==> src/rtl/dual_core_mem_arbiter_if.sv <==
// dual_core_mem_arbiter_if: core request/response and shared memory port bundle
interface dual_core_mem_arbiter_if #(
    parameter int ADDR_W = 32,
    parameter int DATA_W = 32
);
    logic              c0_req_i;
    logic              c0_we_i;
    logic [ADDR_W-1:0] c0_addr_i;
    logic [DATA_W-1:0] c0_wdata_i;
    logic [DATA_W-1:0] c0_rdata_o;
    logic              c0_done_o;
    logic              c0_stall_o;
    logic              c1_req_i;
    logic              c1_we_i;
    logic [ADDR_W-1:0] c1_addr_i;
    logic [DATA_W-1:0] c1_wdata_i;
    logic [DATA_W-1:0] c1_rdata_o;
    logic              c1_done_o;
    logic              c1_stall_o;
    logic              mem_en_o;
    logic              mem_we_o;
    logic [ADDR_W-1:0] mem_addr_o;
    logic [DATA_W-1:0] mem_wdata_o;
    logic [DATA_W-1:0] mem_rdata_i;
    logic              owner_o;
    modport slave (
        input  c0_req_i, c0_we_i, c0_addr_i, c0_wdata_i,
        input  c1_req_i, c1_we_i, c1_addr_i, c1_wdata_i,
        input  mem_rdata_i,
        output c0_rdata_o, c0_done_o, c0_stall_o,
        output c1_rdata_o, c1_done_o, c1_stall_o,
        output mem_en_o, mem_we_o, mem_addr_o, mem_wdata_o, owner_o
    );
    modport master (
        output c0_req_i, c0_we_i, c0_addr_i, c0_wdata_i,
        output c1_req_i, c1_we_i, c1_addr_i, c1_wdata_i,
        output mem_rdata_i,
        input  c0_rdata_o, c0_done_o, c0_stall_o,
        input  c1_rdata_o, c1_done_o, c1_stall_o,
        input  mem_en_o, mem_we_o, mem_addr_o, mem_wdata_o, owner_o
    );
endinterface

==> src/rtl/dual_core_mem_arbiter.sv <==
// dual_core_mem_arbiter: round-robin sharing of one fixed-latency data-memory port between two cores
module dual_core_mem_arbiter #(
    parameter int ADDR_W  = 32,
    parameter int DATA_W  = 32,
    parameter int MEM_LAT = 2
) (
    input logic clk_i,
    input logic rst_i,
    dual_core_mem_arbiter_if.slave bus
);
    localparam int CNT_W = (MEM_LAT > 1) ? $clog2(MEM_LAT) : 1;
    localparam logic [1:0] S_IDLE   = 2'd0;
    localparam logic [1:0] S_ACCESS = 2'd1;
    localparam logic [1:0] S_DONE   = 2'd2;
    logic [1:0]        r_state;
    logic              r_last;
    logic              r_owner;
    logic              r_we;
    logic [ADDR_W-1:0] r_addr;
    logic [DATA_W-1:0] r_wdata;
    logic [CNT_W-1:0]  r_cnt;
    logic [DATA_W-1:0] r_rdata0;
    logic [DATA_W-1:0] r_rdata1;
    logic              w_any;
    logic              w_pick;
    logic              w_access;
    logic              w_done0;
    logic              w_done1;
    logic              w_capture;
    assign w_any     = bus.c0_req_i | bus.c1_req_i;
    assign w_pick    = (bus.c0_req_i & bus.c1_req_i) ? ~r_last : bus.c1_req_i;
    assign w_access  = r_state == S_ACCESS;
    assign w_done0   = r_state == S_DONE && !r_owner;
    assign w_done1   = r_state == S_DONE && r_owner;
    assign w_capture = w_access && r_cnt == '0 && !r_we;
    // grant, latch the winner's request, count out the memory latency, then pulse done
    always_ff @(posedge clk_i or posedge rst_i) begin
        if (rst_i) begin
            r_state <= S_IDLE;
            r_last  <= 1'b1;
            r_owner <= 1'b0;
            r_we    <= 1'b0;
            r_addr  <= '0;
            r_wdata <= '0;
            r_cnt   <= '0;
        end else begin
            case (r_state)
                S_IDLE: if (w_any) begin
                    r_owner <= w_pick;
                    r_we    <= w_pick ? bus.c1_we_i : bus.c0_we_i;
                    r_addr  <= w_pick ? bus.c1_addr_i : bus.c0_addr_i;
                    r_wdata <= w_pick ? bus.c1_wdata_i : bus.c0_wdata_i;
                    r_cnt   <= CNT_W'(MEM_LAT - 1);
                    r_state <= S_ACCESS;
                end
                S_ACCESS: begin
                    r_cnt <= r_cnt - 1'b1;
                    if (r_cnt == '0) r_state <= S_DONE;
                end
                S_DONE: begin
                    r_last  <= r_owner;
                    r_state <= S_IDLE;
                end
                default: r_state <= S_IDLE;
            endcase
        end
    end
    // load data lands in the owner's register on the last access cycle and holds until its next load
    always_ff @(posedge clk_i or posedge rst_i) begin
        if (rst_i) begin
            r_rdata0 <= '0;
            r_rdata1 <= '0;
        end else if (w_capture) begin
            if (r_owner) r_rdata1 <= bus.mem_rdata_i;
            else r_rdata0 <= bus.mem_rdata_i;
        end
    end
    assign bus.mem_en_o    = w_access;
    assign bus.mem_we_o    = w_access & r_we;
    assign bus.mem_addr_o  = w_access ? r_addr : '0;
    assign bus.mem_wdata_o = w_access ? r_wdata : '0;
    assign bus.owner_o     = r_owner;
    assign bus.c0_done_o   = w_done0;
    assign bus.c1_done_o   = w_done1;
    assign bus.c0_stall_o  = bus.c0_req_i & ~w_done0;
    assign bus.c1_stall_o  = bus.c1_req_i & ~w_done1;
    assign bus.c0_rdata_o  = r_rdata0;
    assign bus.c1_rdata_o  = r_rdata1;
endmodule
==> src/flat_wrapper.sv <==
// flat-port wrapper written by rule: the top's interface ports become plain ports
module dual_core_mem_arbiter_flat 
#(
    parameter int ADDR_W  = 32,
    parameter int DATA_W  = 32,
    parameter int MEM_LAT = 2
)
  (clk_i, rst_i, bus_c0_req_i, bus_c0_we_i, bus_c0_addr_i, bus_c0_wdata_i, bus_c1_req_i, bus_c1_we_i, bus_c1_addr_i, bus_c1_wdata_i, bus_mem_rdata_i, bus_c0_rdata_o, bus_c0_done_o, bus_c0_stall_o, bus_c1_rdata_o, bus_c1_done_o, bus_c1_stall_o, bus_mem_en_o, bus_mem_we_o, bus_mem_addr_o, bus_mem_wdata_o, bus_owner_o);
  dual_core_mem_arbiter_if #(.ADDR_W(ADDR_W), .DATA_W(DATA_W)) bus_i ();
  input logic clk_i;
  input logic rst_i;
  input wire logic [$bits(bus_i.c0_req_i)-1:0] bus_c0_req_i;
  input wire logic [$bits(bus_i.c0_we_i)-1:0] bus_c0_we_i;
  input wire logic [$bits(bus_i.c0_addr_i)-1:0] bus_c0_addr_i;
  input wire logic [$bits(bus_i.c0_wdata_i)-1:0] bus_c0_wdata_i;
  input wire logic [$bits(bus_i.c1_req_i)-1:0] bus_c1_req_i;
  input wire logic [$bits(bus_i.c1_we_i)-1:0] bus_c1_we_i;
  input wire logic [$bits(bus_i.c1_addr_i)-1:0] bus_c1_addr_i;
  input wire logic [$bits(bus_i.c1_wdata_i)-1:0] bus_c1_wdata_i;
  input wire logic [$bits(bus_i.mem_rdata_i)-1:0] bus_mem_rdata_i;
  output wire logic [$bits(bus_i.c0_rdata_o)-1:0] bus_c0_rdata_o;
  output wire logic [$bits(bus_i.c0_done_o)-1:0] bus_c0_done_o;
  output wire logic [$bits(bus_i.c0_stall_o)-1:0] bus_c0_stall_o;
  output wire logic [$bits(bus_i.c1_rdata_o)-1:0] bus_c1_rdata_o;
  output wire logic [$bits(bus_i.c1_done_o)-1:0] bus_c1_done_o;
  output wire logic [$bits(bus_i.c1_stall_o)-1:0] bus_c1_stall_o;
  output wire logic [$bits(bus_i.mem_en_o)-1:0] bus_mem_en_o;
  output wire logic [$bits(bus_i.mem_we_o)-1:0] bus_mem_we_o;
  output wire logic [$bits(bus_i.mem_addr_o)-1:0] bus_mem_addr_o;
  output wire logic [$bits(bus_i.mem_wdata_o)-1:0] bus_mem_wdata_o;
  output wire logic [$bits(bus_i.owner_o)-1:0] bus_owner_o;
  assign bus_i.c0_req_i = bus_c0_req_i;
  assign bus_i.c0_we_i = bus_c0_we_i;
  assign bus_i.c0_addr_i = bus_c0_addr_i;
  assign bus_i.c0_wdata_i = bus_c0_wdata_i;
  assign bus_i.c1_req_i = bus_c1_req_i;
  assign bus_i.c1_we_i = bus_c1_we_i;
  assign bus_i.c1_addr_i = bus_c1_addr_i;
  assign bus_i.c1_wdata_i = bus_c1_wdata_i;
  assign bus_i.mem_rdata_i = bus_mem_rdata_i;
  assign bus_c0_rdata_o = bus_i.c0_rdata_o;
  assign bus_c0_done_o = bus_i.c0_done_o;
  assign bus_c0_stall_o = bus_i.c0_stall_o;
  assign bus_c1_rdata_o = bus_i.c1_rdata_o;
  assign bus_c1_done_o = bus_i.c1_done_o;
  assign bus_c1_stall_o = bus_i.c1_stall_o;
  assign bus_mem_en_o = bus_i.mem_en_o;
  assign bus_mem_we_o = bus_i.mem_we_o;
  assign bus_mem_addr_o = bus_i.mem_addr_o;
  assign bus_mem_wdata_o = bus_i.mem_wdata_o;
  assign bus_owner_o = bus_i.owner_o;
  dual_core_mem_arbiter #(.ADDR_W(ADDR_W), .DATA_W(DATA_W), .MEM_LAT(MEM_LAT)) u_core (.clk_i(clk_i), .rst_i(rst_i), .bus(bus_i));
endmodule
==> config.mk <==
export PLATFORM = sky130hd
export DESIGN_NAME = dual_core_mem_arbiter_flat
export DESIGN_NICKNAME = d
export VERILOG_FILES = /design/src/rtl/dual_core_mem_arbiter_if.sv /design/src/rtl/dual_core_mem_arbiter.sv /design/src/flat_wrapper.sv
export SDC_FILE = /design/constraint.sdc
export NUM_CORES = 1
export LEC_CHECK = 0
export CAP_MARGIN = 20
export CORE_MARGIN = 2
export CORE_UTILIZATION = 24
export CTS_BUF_LIST = sky130_fd_sc_hd__clkbuf_4
export DETAILED_ROUTE_END_ITERATION = 10
export MAX_ROUTING_LAYER = met4
export SLEW_MARGIN = 15
export SYNTH_ARGS = -nofsm -noshare
export SYNTH_HDL_FRONTEND = slang
export SYNTH_SLANG_ARGS = --single-unit
export TNS_END_PERCENT = 5
==> constraint.sdc <==
create_clock -name clk_i -period 6.1 [get_ports clk_i]
set_input_delay 0.61 -clock clk_i [delete_from_list [all_inputs] [get_ports clk_i]]
set_output_delay 0.61 -clock clk_i [all_outputs]
set_load 0.01 [all_outputs]
==> reports/qor.yml <==
run_status:
  status: "finished clean"
clocking:
  postCtsSetupBuffers: 0
  cts.clk_slew.worst_paths_ps: 140
  cts-buffers-inserted: 17
  htree_num_levels: 4
  tritoncts: "built"
  clock_tree.root_cell: "sky130_fd_sc_hd__clkbuf_4"
  post_cts_resized: 0
  cts-hold-fix-buffers: 0
  cts.sinks: 134
  insertion_delay_ps: 520
  cts_max_path_buffers: 2
setup_path:
  critical_path.max_fanout: 57
  critPathKind: "reg2out"
  r2r_endpoint: "u_core.r_wdata[27]$_DFFE_PP0P_"
  worst_setup_path_start_kind: "flip-flop"
  timing.critical_path.to_type: "output port"
  cp_data_arrival_time_ps: 2610
  worst_ep_required_time_ps: 5490
  r2r.worst_path.cells: 4
  regToRegStartpoint: "u_core.r_last$_DFFE_PP1N_"
  minimum_setup_slack_among_reg_to_reg_paths_ps: 3800
timing:
  whs_ps: 485.7
  hold_viol_final: 0
  setup_tns_ps: 0
  worst_pin_slew_ps: 881.2
  fmax_ghz: 0.3104
  fin_crit_ps: 3222
  post-route-worst-setup-slack_ps: 2878
  post-route-period-util: 0.5281
  rsz0062_at_grt: "no"
  setup_viol: 0
  worst_clock_skew_ps: 25.25
  maxSlewViolCount: 0
  maxSlewHeadroom: 0.4125
power:
  vdd.ir_drop.worst_v: 0.0002454
  power-per-cell-area_nw_per_um2: 474.3
  cellLeakagePower_uw: 0.004084
  switching_power_uw: 1575
  int_power_uw: 3160
  comb_power_frac: 0.542
  netSwitchingFraction: 0.3327
  clock_power_share: 0.126
  pwr-share-seq: 0.332
die:
  fp.coreArea_um2: 26060
  io-pin-count: 301
  std_cell_rows: 59
  floorplan.die_area_um2: 27820
  start_util: 0.2441
  fp.dieH_um: 166.8
  fp.dieW_um: 166.8
global_route:
  grt_max_degree: 92
  first_pass_grt_wire_length_um: 28520
  grt_pass1_vias: 4905
  grtUsageMet1: 0.1690
  busiest_layer: "met2"
  globalRoute.totalOverflow: 0
  antenna_violations_before_repair: 1
  grt_util_all_layers: 0.1349
  grt_use_met2: 0.2143
  grtUsageMet3: 0.03683
logic_synthesis:
  async_flop_share: 1.000
  synth_largest_area_cell: "sky130_fd_sc_hd__dfrtp_1"
  main_combinational_cell_family_by_area_after_synthesis: "multiplexers"
  yosysMostFrequentCell: "sky130_fd_sc_hd__mux2_2"
  synth_cell_types: 24
  post_synth_instance_area_um2: 6361
  synth-seq-area-share: 0.5273
  synthSimpleGateAreaFrac: 0.07986
  synth.avg_cell_area_um2: 14.29
  commonest_cells_in_the_synthesized_netlist: "163 x sky130_fd_sc_hd__mux2_2, 133 x sky130_fd_sc_hd__dfrtp_1, 66 x sky130_fd_sc_hd__and2_1"
  synth_xor_xnor_area_share: 0
  synth.yosys.warnings: 0
  syn_inst: 445
  synth_ff_type: "sky130_fd_sc_hd__dfrtp_1"
  synth_adder_area_share: 0
  number_of_flops_mapped_to_enable_cells_by_yosys: 0
  yosys-top-cells-area: "sky130_fd_sc_hd__dfrtp_1 52%, sky130_fd_sc_hd__mux2_2 29%, sky130_fd_sc_hd__mux2_4 7.1%"
  netlist.area_leader.share: 0.5232
  synth_compound_area_frac: 0.002754
  ys_ff_latch: 134
  synth_fp_nets: 611
  synth_mux_area_frac: 0.3627
placement:
  pre_cts_slack_ps: 3144
  gp_congestion: 0.7505
  buffer_ports.inserted: 300
  dp.final_hpwl_um: 12790
detailed_routing:
  drt-pass1-iter-count: 4
  route.final.wire_length_um: 18010
  viasPerCell: 4.127
  drc_errors: 0
  via_count: 4511
  drt.antenna.violating_nets: 0
  drtIter0Drc: 124
  wl_per_cell_um: 16.48
flow_run:
  maxCapViolCount: 0
hold_path:
  holdCritPathClass: "reg2reg"
  hold_depth: 2
  worstHoldStart: "u_core.r_last$_DFFE_PP1N_"
  holdPathEnd: "u_core.r_last$_DFFE_PP1N_"
finish:
  flow.area_growth_from_synthesis_pct: 56.94
  drive_above_1_share: 0.3188
  final_util: 0.3831
  nets: 909
-- layout make-up --
type | instances | area [µm²]
clock inverters | 14 | 140.1
well taps | 335 | 419.2
repair buffers | 307 | 3055
clock buffers | 18 | 135.1
fillers | 2530 | 16080
flip-flops and latches | 134 | 3354
diodes | 2 | 5.005
inverters | 4 | 20.02
multi-input cells | 279 | 2854
-- power groups by stage --
stage	clock (µW)	combinational, µW	sequential [µW]
final	598	2570	1570
after global routing	673	2740	1640
after global placement	0	2600	1580
after CTS	637	2620	1580
after floorplan	0	1220	1650
after detailed placement	0	2610	1590
-- layout by cell type (no fill, tap or decap), types with 2 or more instances in the layout --
cell type / count
sky130_fd_sc_hd__and2_1: 66
sky130_fd_sc_hd__buf_4: 7
sky130_fd_sc_hd__clkbuf_4: 18
sky130_fd_sc_hd__clkdlybuf4s50_1: 300
sky130_fd_sc_hd__clkinv_2: 2
sky130_fd_sc_hd__clkinvlp_4: 3
sky130_fd_sc_hd__dfrtp_1: 133
sky130_fd_sc_hd__diode_2: 2
sky130_fd_sc_hd__inv_6: 6
sky130_fd_sc_hd__inv_8: 3
sky130_fd_sc_hd__mux2_2: 163
sky130_fd_sc_hd__mux2_4: 30
sky130_fd_sc_hd__nand2_1: 3
sky130_fd_sc_hd__nand2b_1: 2
sky130_fd_sc_hd__nor2_1: 4
-- registers in the layout, summed over array words and instances (netlist names) --
register / cells
u_core.r_we: 1
u_core.bus.c0_rdata_o: 32
u_core.r_addr: 32
u_core.r_last: 1
u_core.r_state: 2
u_core.r_cnt: 1
u_core.bus.owner_o: 1
u_core.bus.c1_rdata_o: 32
u_core.r_wdata: 32
-- worst max-delay path: stages, from the launching register on --
cell                              delay (ps)
sky130_fd_sc_hd__dfrtp_1                 450
sky130_fd_sc_hd__nand2b_4                180
sky130_fd_sc_hd__clkinv_1                180
sky130_fd_sc_hd__buf_4                   460
sky130_fd_sc_hd__and2_1                  210
sky130_fd_sc_hd__clkdlybuf4s50_1         550
-- per-stage QoR --
step                      area (µm²)  std cells  total power [µW]
final                           9983       1093              4735
after global routing            9983       1093              5055
after CTS                       9978       1091              4832
after detailed placement        9703       1059              4203
after global placement          9703       1059              4185
after floorplan                 6361        445              2876
-- how the worst max path moves through the flow --
stage / slack, ps / startpoint / end
after floorplan: 1910 / rst_i / u_core.bus.c0_rdata_o[0]$_DFFE_PP0P_
after global placement: 3190 / bus_c0_req_i / u_core.r_wdata[8]$_DFFE_PP0P_
after detailed placement: 3140 / bus_c0_req_i / u_core.r_addr[29]$_DFFE_PP0P_
after CTS: 2760 / u_core.r_state[1]$_DFFE_PP0P_ / bus_mem_wdata_o[28]
after global routing: 2640 / u_core.r_state[1]$_DFFE_PP0P_ / bus_mem_wdata_o[19]
final: 2880 / u_core.r_state[1]$_DFFE_PP0P_ / bus_mem_wdata_o[15]
-- cell families (layout without fill, tap and decap cells) --
logic type,Yosys count,in the layout
mux,195,195
flops,134,134
simple gates,82,82
buf+inv,32,343
compound gates,2,2
other cells,0,2
-- metal layers --
layer | share of wire | vias up
li1 | - | 2143
met1 | 0.44 | 2212
met2 | 0.49 | 142
met3 | 0.054 | 14
met4 | 0.014 | 0
met5 | 0 | -
Power figures use the tool's default switching activity.
